==> src/rtl/guitar_pkg.sv <==
// guitar_pkg: shared lane count, multiplier rules and judge state type
package guitar_pkg;
    localparam int NUM_LANES = 5;
    localparam int MULT_STEP = 10;
    localparam int MAX_MULT  = 4;
    typedef enum logic [1:0] {IDLE, OPEN, JUDGED} state_t;
    // Multiplier for a given streak: one step per MULT_STEP hits, capped at MAX_MULT.
    function automatic logic [2:0] mult_of(input int unsigned s);
        logic [2:0] m;
        m = 3'd1;
        for (int k = 1; k < MAX_MULT; k++) begin
            if (s >= int'(MULT_STEP * k)) m = 3'(k + 1);
        end
        return m;
    endfunction
endpackage

==> src/rtl/note_judge_if.sv <==
// note_judge_if: note/controller bundle between the judge and the rest of the game
// master: drives beat, notes_to_play, frets, strum, pause; samples correct_notes, hit, miss,
//         score, streak, multiplier.
// slave:  the judge; the opposite directions.
interface note_judge_if #(
    parameter int SCORE_W  = 16,
    parameter int STREAK_W = 8
);
    import guitar_pkg::*;
    logic                 beat;
    logic [NUM_LANES-1:0] notes_to_play;
    logic [NUM_LANES-1:0] frets;
    logic                 strum;
    logic                 pause;
    logic [NUM_LANES-1:0] correct_notes;
    logic                 hit;
    logic                 miss;
    logic [SCORE_W-1:0]   score;
    logic [STREAK_W-1:0]  streak;
    logic [2:0]           multiplier;
    modport master (
        output beat, notes_to_play, frets, strum, pause,
        input  correct_notes, hit, miss, score, streak, multiplier
    );
    modport slave (
        input  beat, notes_to_play, frets, strum, pause,
        output correct_notes, hit, miss, score, streak, multiplier
    );
endinterface

==> src/rtl/score_accumulator.sv <==
// score_accumulator: streak, multiplier and score registers with saturation
// Ports: clk, reset (sync, active high), add_hit (credit one hit), clear_streak (break the streak);
//        score, streak, multiplier (1..4, derived from the post-update streak).
module score_accumulator
    import guitar_pkg::*;
#(
    parameter int SCORE_W         = 16,
    parameter int STREAK_W        = 8,
    parameter int POINTS_PER_NOTE = 10
) (
    input  logic                clk,
    input  logic                reset,
    input  logic                add_hit,
    input  logic                clear_streak,
    output logic [SCORE_W-1:0]  score,
    output logic [STREAK_W-1:0] streak,
    output logic [2:0]          multiplier
);
    localparam int SW = SCORE_W + 8;
    logic [STREAK_W-1:0] streak_inc;
    logic [SW-1:0]       sum;
    assign streak_inc = &streak ? streak : streak + 1'b1;
    // Points use the multiplier in force before this hit; the wide sum exposes overflow.
    assign sum = SW'(score) + SW'(POINTS_PER_NOTE * int'(multiplier));
    always_ff @(posedge clk) begin
        if (reset) begin
            score      <= '0;
            streak     <= '0;
            multiplier <= 3'd1;
        end else if (add_hit) begin
            score      <= |sum[SW-1:SCORE_W] ? '1 : sum[SCORE_W-1:0];
            streak     <= streak_inc;
            multiplier <= mult_of(32'(streak_inc));
        end else if (clear_streak) begin
            streak     <= '0;
            multiplier <= 3'd1;
        end
    end
endmodule

==> src/rtl/note_judge.sv <==
// note_judge: judges strums against the beat-latched note word and keeps score/streak/multiplier
// Ports: clk, reset (sync, active high);
//        bus (note_judge_if.slave): beat, notes_to_play, frets, strum, pause in;
//        correct_notes, hit, miss, score, streak, multiplier out (all registered).
// Optional: NOTE_JUDGE_OVERSTRUM_PENALTY_EN makes strums outside an open window count as misses.
module note_judge
    import guitar_pkg::*;
#(
    parameter int WINDOW_CYCLES   = 2500000,
    parameter int SCORE_W         = 16,
    parameter int STREAK_W        = 8,
    parameter int POINTS_PER_NOTE = 10
) (
    input logic         clk,
    input logic         reset,
    note_judge_if.slave bus
);
    localparam int            CW   = $clog2(WINDOW_CYCLES);
    localparam logic [CW-1:0] LOAD = CW'(WINDOW_CYCLES - 1);
    state_t               state, state_n;
    logic [NUM_LANES-1:0] expected, expected_n, correct_n;
    logic [CW-1:0]        cnt, cnt_n;
    logic                 strum_d, strum_e, hit_n, miss_n;
    assign strum_e = bus.strum & ~strum_d;
    // The open note is judged first; a beat in the same cycle is then handled as from IDLE,
    // so it clears correct_notes and starts the next window.
    always_comb begin
        state_n    = state;
        expected_n = expected;
        cnt_n      = cnt;
        correct_n  = bus.correct_notes;
        hit_n      = 1'b0;
        miss_n     = 1'b0;
        if (!bus.pause) begin
            if (state == OPEN) begin
                if (strum_e) begin
                    hit_n     = bus.frets == expected;
                    miss_n    = bus.frets != expected;
                    correct_n = hit_n ? expected : bus.correct_notes;
                    state_n   = JUDGED;
                end else if (bus.beat || cnt == '0) begin
                    miss_n  = 1'b1;
                    state_n = IDLE;
                end else begin
                    cnt_n = cnt - 1'b1;
                end
            end
`ifdef NOTE_JUDGE_OVERSTRUM_PENALTY_EN
            else begin
                miss_n = strum_e;
            end
`endif
            if (bus.beat) begin
                correct_n  = '0;
                expected_n = bus.notes_to_play;
                cnt_n      = LOAD;
                state_n    = |bus.notes_to_play ? OPEN : IDLE;
            end
        end
    end
    always_ff @(posedge clk) begin
        if (reset) begin
            state             <= IDLE;
            expected          <= '0;
            cnt               <= '0;
            strum_d           <= 1'b0;
            bus.correct_notes <= '0;
            bus.hit           <= 1'b0;
            bus.miss          <= 1'b0;
        end else begin
            state             <= state_n;
            expected          <= expected_n;
            cnt               <= cnt_n;
            strum_d           <= bus.strum;
            bus.correct_notes <= correct_n;
            bus.hit           <= hit_n;
            bus.miss          <= miss_n;
        end
    end
    score_accumulator #(
        .SCORE_W        (SCORE_W),
        .STREAK_W       (STREAK_W),
        .POINTS_PER_NOTE(POINTS_PER_NOTE)
    ) u_score (
        .clk         (clk),
        .reset       (reset),
        .add_hit     (hit_n),
        .clear_streak(miss_n),
        .score       (bus.score),
        .streak      (bus.streak),
        .multiplier  (bus.multiplier)
    );
endmodule
==> src/flat_wrapper.sv <==
// flat-port wrapper written by rule: the top's interface ports become plain ports
module note_judge_flat import guitar_pkg::*;
#(
    parameter int WINDOW_CYCLES   = 2500000,
    parameter int SCORE_W         = 16,
    parameter int STREAK_W        = 8,
    parameter int POINTS_PER_NOTE = 10
)
  (clk, reset, bus_beat, bus_notes_to_play, bus_frets, bus_strum, bus_pause, bus_correct_notes, bus_hit, bus_miss, bus_score, bus_streak, bus_multiplier);
  note_judge_if #(.SCORE_W(SCORE_W), .STREAK_W(STREAK_W)) bus_i ();
  input logic clk;
  input logic reset;
  input wire logic [$bits(bus_i.beat)-1:0] bus_beat;
  input wire logic [$bits(bus_i.notes_to_play)-1:0] bus_notes_to_play;
  input wire logic [$bits(bus_i.frets)-1:0] bus_frets;
  input wire logic [$bits(bus_i.strum)-1:0] bus_strum;
  input wire logic [$bits(bus_i.pause)-1:0] bus_pause;
  output wire logic [$bits(bus_i.correct_notes)-1:0] bus_correct_notes;
  output wire logic [$bits(bus_i.hit)-1:0] bus_hit;
  output wire logic [$bits(bus_i.miss)-1:0] bus_miss;
  output wire logic [$bits(bus_i.score)-1:0] bus_score;
  output wire logic [$bits(bus_i.streak)-1:0] bus_streak;
  output wire logic [$bits(bus_i.multiplier)-1:0] bus_multiplier;
  assign bus_i.beat = bus_beat;
  assign bus_i.notes_to_play = bus_notes_to_play;
  assign bus_i.frets = bus_frets;
  assign bus_i.strum = bus_strum;
  assign bus_i.pause = bus_pause;
  assign bus_correct_notes = bus_i.correct_notes;
  assign bus_hit = bus_i.hit;
  assign bus_miss = bus_i.miss;
  assign bus_score = bus_i.score;
  assign bus_streak = bus_i.streak;
  assign bus_multiplier = bus_i.multiplier;
  note_judge #(.WINDOW_CYCLES(WINDOW_CYCLES), .SCORE_W(SCORE_W), .STREAK_W(STREAK_W), .POINTS_PER_NOTE(POINTS_PER_NOTE)) u_core (.clk(clk), .reset(reset), .bus(bus_i));
endmodule
==> config.mk <==
export PLATFORM = sky130hd
export DESIGN_NAME = note_judge_flat
export DESIGN_NICKNAME = d
export VERILOG_FILES = /design/src/rtl/guitar_pkg.sv /design/src/rtl/note_judge_if.sv /design/src/rtl/score_accumulator.sv /design/src/rtl/note_judge.sv /design/src/flat_wrapper.sv
export SDC_FILE = /design/constraint.sdc
export NUM_CORES = 1
export LEC_CHECK = 0
export BUFFER_PORTS_ARGS = -buffer_cell sky130_fd_sc_hd__buf_2
export CAP_MARGIN = 20
export CORE_ASPECT_RATIO = 0.6
export CORE_MARGIN = 2
export CORE_UTILIZATION = 45
export DETAILED_ROUTE_END_ITERATION = 12
export PLACE_DENSITY = 0.76
export SLEW_MARGIN = 20
export SYNTH_ARGS = -nofsm -noshare
export SYNTH_HDL_FRONTEND = slang
export SYNTH_SLANG_ARGS = --single-unit
==> constraint.sdc <==
create_clock -name clk -period 2.4 [get_ports clk]
set_input_delay 0.48 -clock clk [delete_from_list [all_inputs] [get_ports clk]]
set_output_delay 0.48 -clock clk [all_outputs]
set_load 0.05 [all_outputs]
* Yosys cells after proc, flatten, opt, wreduce, memory -nomap -nowiden
Cells that the tools add are included.
Operators by class: $add $sub $neg 3, multiply operators 1, order comparisons 3, eq/ne operators 5, multiplexer cells 29, bitwise logic cells 3, reductions and logical operators 14
Operator list (count):
- $mux 22 | 4
- $mux 8 | 3
- $logic_not 22->1 | 1
- $sub 22x1->22 const B | 1
- $mux 5 | 4
- $add 16x7->17 | 1
- $ge 8x5->1 const B | 2
- $mux 16 | 1
- $mux 3 | 4
- $mux 2 | 5
- $add 8x1->8 const B | 1
- $ge 8x4->1 const B | 1
- $mux 1 | 8
- $reduce_and 4->1 | 2
- $reduce_and 8->1 | 1
- $reduce_bool 2->1 | 4
- $reduce_or 8->1 | 1
- $mul 3x3->6 const A | 1
- $eq 5x5->1 | 1
- $ne 5x5->1 | 1
- $reduce_or 5->1 | 1
- $ne 2x2->1 const B | 2
- $reduce_and 3->1 | 1
- $reduce_bool 3->1 | 1
- 5 further kinds | 6
Storage, ports and cells: register bits 64, input port bits 15, output and inout bits 34

* Longest topological paths before layout
depth in word-level cells 8, gate-level depth with buffers 10

* Cells and area by module
Synthesis repeated with hierarchy kept, for this count alone.
Second synthesis, totals: cell total of the unflattened synthesis 426, area, all modules 3651.0 µm²
By module, submodules not included:
- note_judge | times used 1, cells each 221, area an instance 1884.3 µm², sequential area each 740.7 µm²
- score_accumulator | times used 1, cells each 205, area an instance 1766.7 µm², sequential area each 540.5 µm²

* Worst setup path after synthesis
Ideal clock, no wire load.
path kind flip-flop to flip-flop, start point register u_core.u_score.multiplier[2], end point register u_core.u_score.score[3], library setup time 0.134 ns, data arrival time 2.493 ns, required time 2.266 ns, setup slack -0.228 ns, stages on the path, launching flop included 10, clock period less this slack 2.628 ns, cells stage by stage dfxtp_1 > ha_1 > ha_1 > ha_1 > ha_1 > or3_1 > o211ai_1 > nor2_1 > nor2_1 > a211oi_1
On the way: longest elaborated chain between the ends 4
RTL lines:
- start: declaration | RTL line score_accumulator.sv:17 | output logic [2:0] multiplier
- start signal: assignment | RTL line score_accumulator.sv:33 | multiplier <= mult_of(32'(streak_inc));
- $mul 3x3->6 * | RTL line score_accumulator.sv:24 | assign sum = SW'(score) + SW'(POINTS_PER_NOTE * int'(multiplier));
- $add 16x7->17 * | RTL line score_accumulator.sv:24
- $reduce_or 8->1 | RTL line score_accumulator.sv:31 | score <= |sum[SW-1:SCORE_W] ? '1 : sum[SCORE_W-1:0];
- $mux 16 * | RTL line score_accumulator.sv:31
- end signal: assignment | RTL line score_accumulator.sv:31
- end: declaration | RTL line score_accumulator.sv:15 | output logic [SCORE_W-1:0] score,
Mark *: on every way between the ends. The rest lies on a longest branch, timed or not. A chain may end at the register's enable or synchronous reset.

* Worst setup path in the final report
start point register u_core.u_score.multiplier[0], end point register u_core.u_score.score[12]
Same word-level chain as after synthesis.

==> flow_summary.yaml <==
sta:
  min_period_ns: 2.352
  max_slew.worst_pin.slew_ns: 0.8825
  timing.slew.headroom_pct: 40.95
  final-max-slew-violation-count: 0
  finalHoldViolCount: 0
  postLayoutSetupSlackWorst_ns: 0.04818
  fin_crit_sh_pct: 97.99
  max_freq_mhz: 425.2
  clock_skew_ns: 0.005386
  finalSetupViolCount: 0
  tns_ns: 0
setup_path:
  cp-start-kind: "register"
  critPathKind: "register to register"
  cp_max_fo: 5
  path_common_cell: "ha_4"
  cp.arrival_ns: 2.54
  cp-end-kind: "register"
  crit_chain: "ha_2, ha_4, ha_4, ha_4, or3_1, o211ai_1, nor4_2, mux2i_1, nor2_1"
  required_ns: 2.59
  slowest_stage: "nor4_2"
  cp_slowest_stage_delay_ns: 0.37
clock_tree:
  cts_root_buf: "clkbuf_16"
  h-tree-depth: 3
  cts_tree: "yes"
  cts_sinks: 64
  insertion_delay_ns: 0.33
  cts.clk_slew.worst_paths_ns: 0.05
  numCtsBuffers: 9
  clockBufferDepth: 2
synthesis:
  synth_top_area_share_pct: 38.71
  yosysUniqueCellTypes: 48
  synth-compound-area-share_pct: 17.32
  synth_area_leader_cell: "dfxtp_1"
  synth_top_flop_cell: "dfxtp_1"
  synth_top_family_by_area: "simple AND/OR/NAND/NOR gates"
  synth_warnings: 0
  synthMuxAreaShare_pct: 0.3025
  synthXorXnorAreaFrac_pct: 8.204
  synth-simple-area-share_pct: 26.73
  syn_inst: 400
  syn-cell-area_um2: 3309
  syn_area_per_cell_um2: 8.274
  synth_fa_ha_area_share_pct: 5.898
  syn_nets: 430
  synth_edf_count: 0
  ys_ff_latch: 64
  synth.area.top_cells: "dfxtp_1, xor2_1, nor2_1, a21oi_1, ha_1"
  synthArstFlopShare_pct: 0
  yosysSeqAreaShare_pct: 38.71
routing:
  wirelength_mm: 8.328
  postRouteAntennaNets: 0
  dr_total_vias: 3147
  drt-vias-per-instance: 5.640
  drtIter0Drc: 198
  drtPass1Iterations: 5
  wl_per_cell_um: 14.92
  drc: 0
placement:
  dp_hpwl_mm: 5.787
  placed_cells: 541
  place.gp.congestion: 0.8839
  place_ws_ns: -0.06215
  io_buffer_count: 48
worst_hold_path:
  hold_path_class: "input pin to register"
finish:
  final_layout_size_suffix_gt1_share_pct: 21.84
  nets: 493
  utilization_pct: 57.14
  insertedDiodeCount: 0
  fin_cells: 558
  final_cell_mix: "dfxtp_1, buf_2, nor2_1, a21oi_1, nand2_1"
  syn2layout_area_growth_pct: 24.42
  mostFrequentLayoutCell: "dfxtp_1"
floorplanning:
  start_util_pct: 45.92
  die_area_um2: 8078
  rows: 24
  io_pins: 49
  coreArea_um2: 7207
  chipWidth_um: 114.7
  chipHeight_um: 70.43
power:
  leakage_nw: 1.656
  ir_drop_mv: 0.4217
  finalPower_mw: 2.608
  power_per_cell_area_nw_per_um2: 633.5
run_status:
  status: "finished clean"
run:
  maxCapViolations: 0
grt:
  grt-ovfl-total: 0
  antenna_found_initial: 0
  grt_pass1_vias: 2807
  grt_max_degree: 31
  grt_pass1_wl_mm: 13.33
  track_usage_pct: 21.09
==> path summary, 6_finish.rpt <==
kind	startpoint	end	slack [ns]	cells past startpoint
worst max-delay path	u_core.u_score.multiplier[0]$_SDFFE_PP1P_	u_core.u_score.score[12]$_SDFFE_PP0P_	0.05	9
worst min-delay path	bus_notes_to_play[3]	u_core.expected[3]$_SDFFE_PP0P_	0.40	3
worst max register to register	u_core.u_score.multiplier[0]$_SDFFE_PP1P_	u_core.u_score.score[12]$_SDFFE_PP0P_	0.05	9
worst min register to register	u_core.cnt[16]$_SDFFE_PP0P_	u_core.cnt[16]$_SDFFE_PP0P_	0.48	2
==> repair_timing <==
item	in CTS	in global routing
hold endpoints to repair	0	0
gates resized for setup	4	7
setup buffers	1	1
hold buffers	0	0
setup endpoints to repair	11	21
pin swaps	3	5
==> cells in the mapped netlist, types with 4 or more instances <==
cell,instances
nor3_1,21
a311oi_1,4
nor2_1,48
and2_1,4
nand3_1,17
dfxtp_1,64
nor4_1,9
nand2_1,29
nand2b_1,4
o21ai_0,14
a211oi_1,8
clkbuf_1,12
a22oi_1,9
a21oi_1,35
xnor2_1,7
a31oi_1,8
nand4_1,10
and3_1,5
or4_1,6
inv_1,7
xor2_1,24
ha_1,14
==> worst max-delay path: cells and delay by family (launching register included) <==
kind                     cells  cell delay, ns
AND/OR/NAND/NOR              3            0.55
AO/OA/AOI/OAI                1            0.19
adder cells (fa/ha/maj)      4            0.85
multiplexers                 1            0.28
flip-flops                   1            0.34
==> state kept, by name, indices dropped and copies added, names as in the netlist, 2 cells and up <==
register	count
u_core.cnt	22
u_core.state	2
u_core.bus.correct_notes	5
u_core.u_score.streak	8
u_core.u_score.multiplier	3
u_core.u_score.score	16
u_core.expected	5
==> where the power goes <==
part           internal, mW  switching, mW
clock                 0.740          0.451
combinational         0.117          0.168
sequential             1.10         0.0360
total                  1.95          0.655
==> metrics by stage <==
step                      hold WS [ns]  cell area [um2]
final                           0.3992             4118
after global routing            0.4006             4118
after CTS                       0.3871             4076
after detailed placement        0.4675             3765
after global placement          0.4545             3765
after floorplan                 0.4368             3323
==> logic make-up after synthesis <==
kind of cell / after synthesis
muxes: 1
xor gates and xnor gates: 31
buffers and inverters: 24
adders and majority gates: 15
DFF: 64
and+or+nand+nor: 172
AOI/OAI and AO/OA: 93
==> final cells by class <==
cell class,instances,area [um2]
fillers,658,3089
multi-input cells,312,2003
flip-flops and latches,64,1291
repair buffers,69,410.4
clock buffers,11,252.7
well taps,91,113.9
inverters,7,26.28
clock inverters,4,20.02
==> metal layers <==
layer | track usage (%) | up-vias | part of all wire [%]
met5 | 0 | - | 0
met4 | 4.418 | 0 | 0.68
met3 | 8.160 | 9 | 7.4
met2 | 30.18 | 103 | 43
met1 | 30.04 | 1445 | 49
li1 | - | 1590 | -
(Power assumes the default switching activity.)
